`src/rtl/hazard_fwd_ctrl_pkg.sv`:
```
// Shared CPU pipeline definitions: operand-forward select encodings and shadow entries.
// Pure declarations and combinational helpers; no state.
// Used by the hazard/forwarding controller and its sub-blocks.
package hazard_fwd_ctrl_pkg;

    // Operand mux select encodings (rs and rt muxes use the same map)
    localparam logic [1:0] FWD_RF  = 2'b00;
    localparam logic [1:0] FWD_EX  = 2'b01;
    localparam logic [1:0] FWD_MEM = 2'b10;
    localparam logic [1:0] FWD_WB  = 2'b11;

    // Shadow copy of one downstream pipeline stage, as seen by the hazard logic
    typedef struct packed {
        logic       valid;
        logic [4:0] dest;
        logic       wen;
        logic       load;
    } shadow_t;

    localparam shadow_t SHADOW_BUBBLE = '0;

    // A stage produces a source operand only if it really writes that non-zero register
    function automatic logic src_match(input shadow_t e, input logic [4:0] src,
                                       input logic used);
        return used && e.valid && e.wen && (e.dest == src) && (src != 5'd0);
    endfunction

    // Youngest producer wins: EX, then MEM, then WB, else the register file
    function automatic logic [1:0] fwd_select(input shadow_t ex, input shadow_t mem,
                                              input shadow_t wb, input logic [4:0] src,
                                              input logic used);
        if (src_match(ex, src, used))       return FWD_EX;
        else if (src_match(mem, src, used)) return FWD_MEM;
        else if (src_match(wb, src, used))  return FWD_WB;
        else                                return FWD_RF;
    endfunction

endpackage

```
`src/rtl/hazard_fwd_ctrl_md_busy_cnt.sv`:
```
// Mul/div occupancy counter: loads LAT-1 when a mul/div enters EX, counts down to zero.
// Busy flag is registered state (no combinational path from load_i).
// No backpressure: a load while busy is never issued by the controller.
module md_busy_cnt
    import hazard_fwd_ctrl_pkg::*;
#(
    parameter int unsigned LAT = 4
) (
    input  logic clk_i,
    input  logic rst_i,
    input  logic load_i,
    output logic busy_o
);

    logic [3:0] cnt_q;
    logic [3:0] cnt_d;

    // Next count: reload on a new mul/div, otherwise drain towards idle
    always_comb begin
        cnt_d = cnt_q;
        if (load_i) begin
            cnt_d = 4'(LAT - 1);
        end else if (cnt_q != 4'd0) begin
            cnt_d = cnt_q - 4'd1;
        end
    end

    // Counter register; reset abandons any mul/div in flight
    always_ff @(posedge clk_i) begin
        if (rst_i) begin
            cnt_q <= 4'd0;
        end else begin
            cnt_q <= cnt_d;
        end
    end

    assign busy_o = (cnt_q != 4'd0);

endmodule

```
`src/rtl/hazard_fwd_ctrl.sv`:
```
// Hazard detection and operand-forwarding control for a 5-stage pipeline with multi-cycle mul/div.
// Selects are combinational from ID inputs and shadow state; shadow entries update every cycle.
// Stalls IF/ID for one cycle on load-use, and for MD_LAT-1 cycles while a mul/div occupies EX.
module hazard_fwd_ctrl
    import hazard_fwd_ctrl_pkg::*;
#(
    parameter int unsigned MD_LAT = 4
) (
    input  logic       clk,
    input  logic       rst,
    input  logic       id_valid,
    input  logic [4:0] id_rs,
    input  logic [4:0] id_rt,
    input  logic       id_rs_used,
    input  logic       id_rt_used,
    input  logic [4:0] id_rd,
    input  logic       id_wen,
    input  logic       id_is_load,
    input  logic       id_is_md,
    input  logic       flush,
    output logic [1:0] fwd_a_sel,
    output logic [1:0] fwd_b_sel,
    output logic       stall,
    output logic       bubble
);

    shadow_t ex_q, mem_q, wb_q;
    shadow_t ex_d, mem_d, wb_d;
    shadow_t id_entry;
    logic    md_busy;
    logic    load_use;
    logic    id_enters;
    logic    md_load;

    // A killed or absent ID instruction can never cause a load-use stall
    assign load_use = id_valid && !flush && ex_q.load &&
                      (src_match(ex_q, id_rs, id_rs_used) || src_match(ex_q, id_rt, id_rt_used));

    assign stall  = load_use || md_busy;
    assign bubble = load_use && !md_busy;

    assign fwd_a_sel = fwd_select(ex_q, mem_q, wb_q, id_rs, id_rs_used);
    assign fwd_b_sel = fwd_select(ex_q, mem_q, wb_q, id_rt, id_rt_used);

    // Flush has no effect while busy: EX is frozen and the branch unit holds flush until stall drops
    assign id_enters = id_valid && !flush && !load_use && !md_busy;
    assign md_load   = id_enters && id_is_md;

    assign id_entry = '{valid: 1'b1, dest: id_rd, wen: id_wen, load: id_is_load};

    md_busy_cnt #(
        .LAT (MD_LAT)
    ) u_md_busy_cnt (
        .clk_i  (clk),
        .rst_i  (rst),
        .load_i (md_load),
        .busy_o (md_busy)
    );

    // Shadow pipeline advance; a busy mul/div freezes EX and feeds bubbles into MEM
    always_comb begin
        ex_d  = ex_q;
        mem_d = SHADOW_BUBBLE;
        wb_d  = mem_q;
        if (!md_busy) begin
            ex_d  = id_enters ? id_entry : SHADOW_BUBBLE;
            mem_d = ex_q;
        end
    end

    // Shadow entry registers
    always_ff @(posedge clk) begin
        if (rst) begin
            ex_q  <= SHADOW_BUBBLE;
            mem_q <= SHADOW_BUBBLE;
            wb_q  <= SHADOW_BUBBLE;
        end else begin
            ex_q  <= ex_d;
            mem_q <= mem_d;
            wb_q  <= wb_d;
        end
    end

endmodule

```
`config.mk`:
```
export PLATFORM = sky130hd
export DESIGN_NAME = hazard_fwd_ctrl
export DESIGN_NICKNAME = d
export VERILOG_FILES = /design/src/rtl/hazard_fwd_ctrl_pkg.sv /design/src/rtl/hazard_fwd_ctrl_md_busy_cnt.sv /design/src/rtl/hazard_fwd_ctrl.sv
export SDC_FILE = /design/constraint.sdc
export NUM_CORES = 1
export LEC_CHECK = 0
export CORE_MARGIN = 4
export CORE_UTILIZATION = 55
export DETAILED_ROUTE_END_ITERATION = 10
export DONT_BUFFER_PORTS = 1
export PLACE_DENSITY = 0.76
export SLEW_MARGIN = 20
export SYNTH_ARGS = -nofsm -noshare
export SYNTH_HDL_FRONTEND = slang
export SYNTH_SLANG_ARGS = --single-unit
```
`constraint.sdc`:
```
create_clock -name clk -period 3.5 [get_ports clk]
set_clock_uncertainty 0.15 [all_clocks]
set_input_delay 0.35 -clock clk [delete_from_list [all_inputs] [get_ports clk]]
set_output_delay 0.35 -clock clk [all_outputs]
set_load 0.02 [all_outputs]
```
Yosys cells after proc, flatten, opt, wreduce, memory -nomap -nowiden
Cells that the tools add are included.
{"block": "word_totals", "register_bits": 26}
{"block": "classes", "n_reduce_logical": 42, "n_addsub": 1, "mux": 9, "eq_ne": 6}
{"operator": "$logic_and 1x1->1", "count": 31}
{"operator": "$eq 5x5->1", "count": 6}
{"operator": "$mux 2", "count": 8}
{"operator": "$reduce_bool 5->1", "count": 2}
{"operator": "$mux 8", "count": 1}
{"operator": "$reduce_bool 4->1", "count": 1}
{"operator": "$reduce_or 2->1", "count": 2}
{"operator": "$sub 4x1->4 const B", "count": 1}
{"operator": "$logic_not 1->1", "count": 3}
{"operator": "$logic_or 1x1->1", "count": 2}
{"operator": "$reduce_bool 2->1", "count": 1}

Depth between registers and ports, before layout
Gate-level depths: netlist of the first run.
{"block": "depth", "ltp_word": 11, "mapped_depth": 8, "ltp_nobuf": 6}

Cells and area by module
From an unflattened synthesis of the first run, not the netlist that was laid out.
{"block": "hier_totals", "hier_cells": 146, "hier_area_um2": 1402.6}
{"module": "hazard_fwd_ctrl", "area_each_um2": 1194.9, "n_inst": 1, "cells_each": 125}
{"module": "md_busy_cnt", "area_each_um2": 207.7, "n_inst": 1, "cells_each": 21}

Worst setup path before layout of the first run
OpenSTA, ideal clock, no wires.
{"block": "synth_timing", "path_kind": "input to output", "start": "input port id_rs[0]", "end": "output port stall", "t_arrival_ps": 1643, "n_path_buf": 0, "path_slack_ps": 1357, "cell_stages": 5, "cell_sequence": "or4_4 -> o21ai_4 -> nor3_2 -> o211a_4 -> nand2b_1"}
{"block": "synth_via", "elab_chain_cells": 6, "word_cells_on_any_way": 7}
{"element": "start, declared", "line": "hazard_fwd_ctrl.sv:12", "rtl": "input logic [4:0] id_rs,"}
{"element": "$eq 5x5->1", "line": "hazard_fwd_ctrl_pkg.sv:25", "rtl": "return used && e.valid && e.wen && (e.dest == src) && (src != 5'd0);"}
{"element": "$logic_and 1x1->1", "line": "hazard_fwd_ctrl_pkg.sv:25"}
{"element": "$logic_and 1x1->1 *", "line": "hazard_fwd_ctrl_pkg.sv:25"}
{"element": "$logic_or 1x1->1 *", "line": "hazard_fwd_ctrl.sv:37", "rtl": "(src_match(ex_q, id_rs, id_rs_used) || src_match(ex_q, id_rt, id_rt_used));"}
{"element": "$logic_and 1x1->1 *", "line": "hazard_fwd_ctrl.sv:36", "rtl": "assign load_use = id_valid && !flush && ex_q.load &&"}
{"element": "$logic_or 1x1->1 *", "line": "hazard_fwd_ctrl.sv:39", "rtl": "assign stall = load_use || md_busy;"}
{"element": "end, declared", "line": "hazard_fwd_ctrl.sv:23", "rtl": "output logic stall,"}
Every way passes the cells marked *; elsewhere a longest branch is shown, timed or not.

Worst setup path after layout of the first run
{"block": "layout_timing", "start": "register ex_q[2] (netlist name)", "end": "output port bubble"}
{"block": "layout_via", "elab_chain_cells": 6, "word_cells_on_any_way": 9}
{"element": "start, declared", "line": "hazard_fwd_ctrl.sv:27", "rtl": "shadow_t ex_q, mem_q, wb_q;"}
{"element": "start signal, assigned", "line": "hazard_fwd_ctrl.sv:74", "rtl": "ex_q <= SHADOW_BUBBLE;"}
{"element": "start signal, assigned", "line": "hazard_fwd_ctrl.sv:78", "rtl": "ex_q <= ex_d;"}
{"element": "$eq 5x5->1", "line": "hazard_fwd_ctrl_pkg.sv:25"}
{"element": "$logic_and 1x1->1 (2 in a row)", "line": "hazard_fwd_ctrl_pkg.sv:25"}
{"element": "$logic_or 1x1->1 *", "line": "hazard_fwd_ctrl.sv:37"}
{"element": "$logic_and 1x1->1 *", "line": "hazard_fwd_ctrl.sv:36"}
{"element": "$logic_and 1x1->1 *", "line": "hazard_fwd_ctrl.sv:40", "rtl": "assign bubble = load_use && !md_busy;"}
{"element": "end, declared", "line": "hazard_fwd_ctrl.sv:24", "rtl": "output logic bubble"}
Marked as above.

==> results of run 1 <==
power groups by stage:
stage	combinational [mW]	clock, mW	sequential, mW
after floorplan	0.186	0	0.359
after global placement	0.204	0	0.366
after detailed placement	0.212	0	0.367
after CTS	0.218	0.123	0.360
after global routing	0.243	0.137	0.366
final	0.217	0.117	0.362
kinds of logic after synthesis:
logic type | share of synthesized area (%)
flops | 38.3
simple gates | 27.3
mux | 0.829
fa+ha+maj | 0.921
buf+inv | 1.66
compound gates | 10.4
xor+xnor | 20.6
routing by layer:
metal	global-route usage, %	share of wire, %	vias to the layer above
met5	0	0	-
li1	-	-	508
met4	3.97	0.48	0
met3	2.90	5.4	2
met1	25.9	48	473
met2	31.9	46	26
worst paths after layout:
check | from | to | slack, ns
setup / recovery | ex_q[2]$_SDFFE_PP0N_ | bubble | 1.02
hold / removal | id_is_load | ex_q[0]$_SDFFE_PP0N_ | 0.02
setup reg to reg | u_md_busy_cnt.cnt_q[1]$_SDFFE_PP0P_ | ex_q[2]$_SDFFE_PP0N_ | 1.27
hold reg to reg | mem_q[1]$_SDFF_PP0_ | wb_q[1]$_SDFF_PP0_ | 0.34
area by class of cell:
| cell class | instances | area share [%] |
|---|---|---|
| multi-input cells | 118 | 57.8 |
| flip-flops and latches | 26 | 36.9 |
| well taps | 28 | 2.48 |
| clock buffers | 3 | 1.60 |
| repair buffers | 1 | 0.709 |
| inverters | 2 | 0.532 |
cells in the mapped netlist (2+ instances only):
library cell and n:
dfxtp_1 26, inv_1 2, a21oi_1 3, nand4_1 6
nor3_2 2, o21a_1 2, nand2b_1 3, clkbuf_1 4
xnor2_1 29, xor2_1 3, nand3_1 10, or4_1 4
nor3_1 4, nor2b_1 9, nor2_1 4, o21ai_1 8
and2_1 9, nand2_1 13
state kept, by name (all words and copies together), names as in the netlist:
signal / cells
ex_q: 8
u_md_busy_cnt.cnt_q: 4
mem_q: 7
wb_q: 7
==> flow_summary.json, run 1 <==
{
  "p_switching_uw": 231,
  "pwr-share-seq_pct": 52.0,
  "synthesis.nets": 175,
  "drt-total-wl_mm": 2.94,
  "tightest_slew_ns": 0.961,
  "syn_area_sq_um": 1360,
  "cp_slowest_cell": "dfxtp_1",
  "p_per_area_nw_per_um2": 493,
  "vias": 1009,
  "reg2reg_depth": 6,
  "syn_area_per_cell_sq_um": 9.06,
  "switching_share_pct": 33.2,
  "ff_latch_area_sq_um": 520,
  "maxCapViolCount": 0,
  "critPathTopFamily": "simple AND/OR/NAND/NOR gates",
  "drc": 0,
  "antenna_found_initial": 0,
  "required_ns": 3.00,
  "dp.final_hpwl_mm": 2.34,
  "rows": 17,
  "final-setup-viol-count": 0,
  "drive_above_1_share_pct": 6.67,
  "cts.sinks": 26,
  "synth_edf_count": 0,
  "multi_input_area_sq_um": 816,
  "intPower_uw": 465,
  "worstSetupPathDepth": 5,
  "cts_setup_buffers": 0,
  "first_global_vias": 1024,
  "overflow": 0,
  "rsz0062_at_grt": "false",
  "final_design_area_no_fill_sq_um": 1410,
  "clk_pin_slew_ns": 0.13,
  "slowest_delay_ns": 0.46,
  "area_growth_pct": 3.87,
  "hold_class": "input port to flop",
  "fin_util_pct": 62.0,
  "fillCellCount": 204,
  "crit_arrival_ns": 1.98,
  "clock_latency_ns": 0.30,
  "numCtsBuffers": 3,
  "ant_nets": 0,
  "grt_max_degree": 16,
  "crit_fanout": 10,
  "clockRootBuffer": "clkbuf_4",
  "power_uw": 695,
  "stdcell_count": 178,
  "ios": 30,
  "htree_num_levels": 1,
  "ir_drop_uv": 356,
  "synth-seq-cells": 26,
  "place_ws_ns": 1.29,
  "relSlewSlack_pct": 35.8,
  "start_kind": "flop",
  "whs_ns": 0.0209,
  "synth-main-ff-cell": "dfxtp_1",
  "path_class": "flop to output pin",
  "ys_seq_area_share_pct": 38.3,
  "cp_cell_sequence": "xnor2_1 -> nand4_1 -> nor3_2 -> o211a_4 -> and2_1",
  "synth_top_area_share_pct": 38.3,
  "hold_path_depth": 2,
  "synth_area_leader_cell": "dfxtp_1",
  "detail_route.wl_per_cell_um": 16.5,
  "grt_pass1_wl_mm": 4.95,
  "synth_async_sr_flop_share_pct": 0,
  "core_sq_um": 2280,
  "fmax_mhz": 404,
  "yosys.cell_types.count": 27,
  "clkPwrFrac_pct": 16.8,
  "maxSlewViolCount": 0,
  "synth_cells": 150,
  "place_area_sq_um": 1380,
  "status": "complete, no violations",
  "fin_crit_sh_pct": 70.8,
  "end_kind": "output pin",
  "gp_congestion": 0.881,
  "die-area_sq_um": 3330,
  "min_period_ns": 2.48,
  "setup_ws_ns": 1.02,
  "die_h_um": 57.7,
  "fp.dieW_um": 57.7,
  "via_per_inst": 5.67,
  "hold_violations": 0,
  "share_comb_of_total_power_pct": 31.2,
  "hold_buffers": 1,
  "cts_resized": 0,
  "cts_tree": "done",
  "n_antenna_cell": 0,
  "path_buf_inv": 0,
  "ys_top_cells_by_area": "dfxtp_1 38%, xnor2_1 19%, and2_1 4.1%",
  "detail_route.iter0.violations": 33,
  "io_buffers": 0,
  "initial_core_util_pct": 59.7,
  "final_cell_mix": "29 x xnor2_1, 26 x dfxtp_1, 13 x nand2_1",
  "grt_use_total_pct": 19.1,
  "finalSetupTns_ns": 0,
  "nets": 177,
  "ys_warn_count": 0,
  "mostFrequentLayoutCell": "xnor2_1",
  "p_leak_nw": 0.456,
  "dp.cells": 174,
  "cts_max_path_buffers": 2,
  "dr.pass1.iters": 4
}
No activity file was read; power rests on OpenSTA's default activity.
==> run 2: changes to the inputs <==
clock period = 2.6 ns   (was 3.5 ns; I/O delays follow)
==> run 2 against run 1 <==
Effect of this change: design area is 6.0% higher; sequential share of layout area fell by 2.1 points; flip-flop and latch count unchanged; sequential power increased by 35%; first-iteration DRC count down 42%; power rose by 39%; count of clock-buffer cells in the layout unchanged; core utilization is 3.7 points higher; hold slack better by 0.021 ns; critical path type unchanged; critical endpoint unchanged; largest power group unchanged.
==> flow_summary.json, run 2 (synthesis results as in run 1) <==
{
  "drive_above_1_share_pct": 7.55,
  "holdPathEnd": "u_md_busy_cnt.cnt_q[1]$_SDFFE_PP0P_",
  "final_cell_mix": "29 x xnor2_1, 26 x dfxtp_1, 13 x nand2_1",
  "reg2reg_from": "ex_q[2]$_SDFFE_PP0N_",
  "cts_max_path_buffers": 2,
  "clockRootBuffer": "clkbuf_4",
  "mostFrequentLayoutCell": "xnor2_1",
  "crit_fanout": 10,
  "clk_pin_slew_ns": 0.14,
  "area_growth_pct": 10.1,
  "use_met1_pct": 23.8,
  "die_h_um": 57.7,
  "rsz0062_at_grt": "false",
  "hold_path_depth": 2,
  "detail_route.iter0.violations": 19,
  "ant_nets": 0,
  "drc": 0,
  "ios": 30,
  "grt_use_total_pct": 19.4,
  "finalSetupTns_ns": 0,
  "htree_num_levels": 1,
  "die-area_sq_um": 3330,
  "clkPwrFrac_pct": 17.2,
  "rows": 17,
  "vias": 1091,
  "fp.dieW_um": 57.7,
  "maxSlewViolCount": 0,
  "p_per_area_nw_per_um2": 644,
  "first_global_vias": 1128,
  "reg2reg_depth": 5,
  "n_antenna_cell": 0,
  "overflow": 0,
  "r2r_slack_ns": 0.80,
  "io_buffers": 0,
  "start_kind": "flop",
  "antenna_found_initial": 0,
  "timing.rr.end": "u_md_busy_cnt.cnt_q[1]$_SDFFE_PP0P_",
  "clock_latency_ns": 0.32,
  "status": "complete, no violations",
  "p_leak_nw": 0.496,
  "hold_path.startpoint": "rst",
  "core_sq_um": 2280,
  "intPower_uw": 641,
  "fin_crit_sh_pct": 91.2,
  "cts_resized": 0,
  "path_class": "flop to output pin",
  "dr.pass1.iters": 4,
  "end_kind": "output pin",
  "ir_drop_uv": 568,
  "required_ns": 2.19,
  "drt-total-wl_mm": 3.02,
  "switching_share_pct": 33.5,
  "pwr-share-seq_pct": 50.6,
  "p_switching_uw": 322,
  "reg_top3": "ex_q: 8 flops, mem_q: 7 flops, wb_q: 7 flops",
  "min_period_ns": 2.37,
  "tightest_slew_ns": 0.494,
  "numCtsBuffers": 3,
  "use_met2_pct": 32.1,
  "met3_usage_pct": 4.23,
  "fmax_mhz": 422,
  "relSlewSlack_pct": 67.2,
  "share_comb_of_total_power_pct": 32.1,
  "fillCellCount": 203,
  "largest_register_ffs": 8,
  "gp_congestion": 0.884,
  "grt_pass1_wl_mm": 5.04,
  "maxCapViolCount": 0,
  "detail_route.wl_per_cell_um": 16.2,
  "nets": 186,
  "hold_violations": 0,
  "crit_arrival_ns": 1.96,
  "top_usage_layer": "met2",
  "grt_max_degree": 16,
  "cts.sinks": 26,
  "top_register": "ex_q",
  "fin_util_pct": 65.8,
  "final-setup-viol-count": 0,
  "cts_setup_buffers": 0,
  "dp.final_hpwl_mm": 2.37,
  "via_per_inst": 5.83,
  "cts_tree": "done",
  "hold_class": "input port to flop",
  "initial_core_util_pct": 59.7
}
## run 2: cell type report
cell class	count	area, sq um	area share [%]
Timing Repair Buffer	10	95.1	6.35
Tap cell	28	35.0	2.34
Clock buffer	3	22.5	1.51
Multi-Input combinational cell	118	816	54.5
Sequential cell	26	520	34.8
Inverter	2	7.51	0.502
## run 2: layer usage
layer | part of all wire (%) | vias to the layer above
li1 | - | 534
met1 | 43 | 516
met2 | 50 | 37
met3 | 7.0 | 4
met4 | 0.83 | 0
met5 | 0 | -
## run 2: worst max-delay path: stages (launching register included)
cell and delay [ns]:
dfxtp_1 0.43, xnor2_1 0.15, nand4_1 0.14, nor3_2 0.39, o211a_4 0.29, and2_1 0.25
## run 2: repair_timing
action                                  CTS  global route
hold buffers                              8             0
hold endpoints to repair                 18             0
endpoints found under the setup margin    0             0
## run 2: metrics by stage
stage	area, sq um	total power [mW]	setup slack [ns]	instances	hold WS, ns
floorplan	1360	0.734	0.637	150	0.254
global placement	1390	0.771	0.585	176	0.183
detailed placement	1390	0.788	0.558	176	0.186
CTS	1500	0.963	0.216	187	0.0383
global route	1500	1.02	0.0849	187	0.0304
finish	1500	0.963	0.230	187	0.0414
## run 2: worst max path at each step
| stage | slack, ns | cells past startpoint | from | endpoint |
|---|---|---|---|---|
| 2_1_floorplan | 0.64 | 5 | id_rs[0] | stall |
| 3_3_place_gp | 0.59 | 5 | id_rs[0] | stall |
| 3_5_place_dp | 0.56 | 5 | id_rs[0] | stall |
| 4_1_cts | 0.22 | 5 | ex_q[4]$_SDFFE_PP0N_ | bubble |
| 5_1_grt | 0.08 | 5 | ex_q[2]$_SDFFE_PP0N_ | bubble |
| 6_report | 0.23 | 5 | ex_q[6]$_SDFFE_PP0N_ | bubble |
## run 2: power groups by stage
stage | registers [mW] | clock network, mW | logic [mW]
final | 0.488 | 0.166 | 0.309
after global routing | 0.494 | 0.183 | 0.343
after CTS | 0.487 | 0.166 | 0.310
after detailed placement | 0.495 | 0 | 0.293
after global placement | 0.492 | 0 | 0.280
after floorplan | 0.483 | 0 | 0.250
==> run 3: changes to the inputs <==
CORE_ASPECT_RATIO = 1.75   (was default)
clock period = 2.7 ns   (was 2.6 ns; I/O delays follow)
==> run 3 against run 2 <==
Effect of this change: via count shrank 3.4%; design area grew 3.0%; wire length is essentially flat; flip-flop and latch count is the same; worst setup slack gained 0.16 ns.
==> flow_summary.json, run 3 (synthesis results as in run 1) <==
{
  "cp_cell_sequence": "xnor2_1 -> nand4_1 -> nor3_2 -> o211a_4 -> and2_1",
  "timing.rr.end": "u_md_busy_cnt.cnt_q[1]$_SDFFE_PP0P_",
  "cp_slowest_cell": "dfxtp_1",
  "reg_top3": "ex_q: 8 flops, mem_q: 7 flops, wb_q: 7 flops",
  "r2r_slack_ns": 0.92,
  "min_period_ns": 2.31,
  "grt_max_degree": 16,
  "fp.dieW_um": 45.6,
  "end_kind": "output pin",
  "io_buffers": 0,
  "detail_route.wl_per_cell_um": 16.3,
  "clock_latency_ns": 0.27,
  "path_class": "flop to output pin",
  "rows": 23,
  "hold_path_depth": 2,
  "final-setup-viol-count": 0,
  "rsz0062_at_grt": "false",
  "crit_fanout": 10,
  "hold_class": "input port to flop",
  "hold_violations": 0,
  "finalSetupTns_ns": 0,
  "grt_pass1_wl_mm": 4.73,
  "numCtsBuffers": 3,
  "fin_util_pct": 66.1,
  "overflow": 0,
  "drive_above_1_share_pct": 8.13,
  "gp_congestion": 0.841,
  "reg2reg_depth": 5,
  "clk_pin_slew_ns": 0.09,
  "critPathLaunch": "ex_q[6]$_SDFFE_PP0N_",
  "status": "complete, no violations",
  "dp.final_hpwl_mm": 2.34,
  "cp-endpoint": "bubble",
  "via_per_inst": 5.70,
  "dr.pass1.iters": 4,
  "vias": 1054,
  "whs_ns": 0.0114,
  "place_ws_ns": 0.655,
  "antenna_found_initial": 0,
  "mostFrequentLayoutCell": "xnor2_1",
  "switching_share_pct": 29.3,
  "initial_core_util_pct": 58.3,
  "intPower_uw": 763,
  "cts_max_path_buffers": 2,
  "start_kind": "flop",
  "maxSlewViolCount": 0,
  "p_leak_nw": 0.518,
  "met1_length_mm": 1.13,
  "cts_tree": "done",
  "top_layer": "met4",
  "die_h_um": 73.8,
  "share_comb_of_total_power_pct": 27.4,
  "fin_crit_sh_pct": 85.7,
  "tightest_slew_ns": 0.492,
  "setup_ws_ns": 0.385,
  "path_buf_inv": 0,
  "area_growth_pct": 13.4,
  "cts_resized": 0,
  "drc": 0,
  "first_global_vias": 1107,
  "final_cell_mix": "29 x xnor2_1, 26 x dfxtp_1, 13 x nand2_1",
  "drt-total-wl_mm": 3.02,
  "ir_drop_uv": 437,
  "power_mw": 1.08,
  "detail_route.iter0.violations": 11,
  "crit_arrival_ns": 1.89,
  "nets": 186,
  "fillCellCount": 191,
  "ant_nets": 0,
  "p_per_area_nw_per_um2": 700,
  "required_ns": 2.28,
  "grt_use_total_pct": 19.2,
  "maxCapViolCount": 0,
  "die-area_sq_um": 3360,
  "slowest_delay_ns": 0.42,
  "ios": 30,
  "n_antenna_cell": 0,
  "multi_input_area_sq_um": 816,
  "clkPwrFrac_pct": 29.2,
  "pwr-share-seq_pct": 43.4,
  "reg2reg_from": "ex_q[6]$_SDFFE_PP0N_",
  "relSlewSlack_pct": 67.3,
  "top_register": "ex_q",
  "htree_num_levels": 1,
  "critPathTopFamily": "simple AND/OR/NAND/NOR gates",
  "ff_latch_area_sq_um": 520,
  "cts_setup_buffers": 0,
  "fmax_mhz": 432,
  "wl_met2_mm": 1.57,
  "core_sq_um": 2330,
  "dr_wl_met3_um": 222,
  "p_switching_uw": 316,
  "cts.sinks": 26,
  "clockRootBuffer": "clkbuf_8",
  "worstSetupPathDepth": 5,
  "largest_register_ffs": 8
}
-- run 3: cell count changes in the layout (fill, tap and decap cells not counted) --
cell / delta
clkbuf_4: -3
bufinv_16: +1
clkbuf_8: +3
-- run 3: worst min-delay path by stage --
stage               start                                   to  slack (ns)
2_1_floorplan  id_is_load                 ex_q[0]$_SDFFE_PP0N_        0.26
3_3_place_gp          rst                   wb_q[2]$_SDFF_PP0_        0.19
3_5_place_dp          rst                   wb_q[6]$_SDFF_PP0_        0.20
4_1_cts               rst  u_md_busy_cnt.cnt_q[0]$_SDFFE_PP0P_       0.007
5_1_grt               rst  u_md_busy_cnt.cnt_q[0]$_SDFFE_PP0P_       0.005
6_report              rst  u_md_busy_cnt.cnt_q[0]$_SDFFE_PP0P_        0.01
-- run 3: what timing repair did --
item	in CTS	in global routing
hold buffers	8	0
setup endpoints to repair	0	0
hold endpoints to repair	16	0
-- run 3: area by class of cell --
class	instances	share of cell area [%]
well taps	25	2.03
clock inverters	1	1.95
inverters	2	0.487
flip-flops and latches	26	33.8
clock buffers	3	2.68
multi-input cells	118	52.9
repair buffers	10	6.17
-- run 3: metal layers --
metal	vias up	global-route usage (%)
met5	-	0
li1	529	-
met1	473	19.2
met2	41	35.1
met3	11	3.92
met4	0	9.12
-- run 3: power groups by stage --
stage                     clock network, mW  logic (mW)  registers [mW]
after floorplan                           0       0.241           0.465
after global placement                    0       0.270           0.472
after detailed placement                  0       0.281           0.475
after CTS                             0.320       0.298           0.467
after global routing                  0.331       0.331           0.473
final                                 0.315       0.296           0.468
-- run 3: metrics by stage --
stage	area, sq um	instances
after floorplan	1360	150
after global placement	1390	173
after detailed placement	1390	173
after CTS	1540	185
after global routing	1540	185
final	1540	185
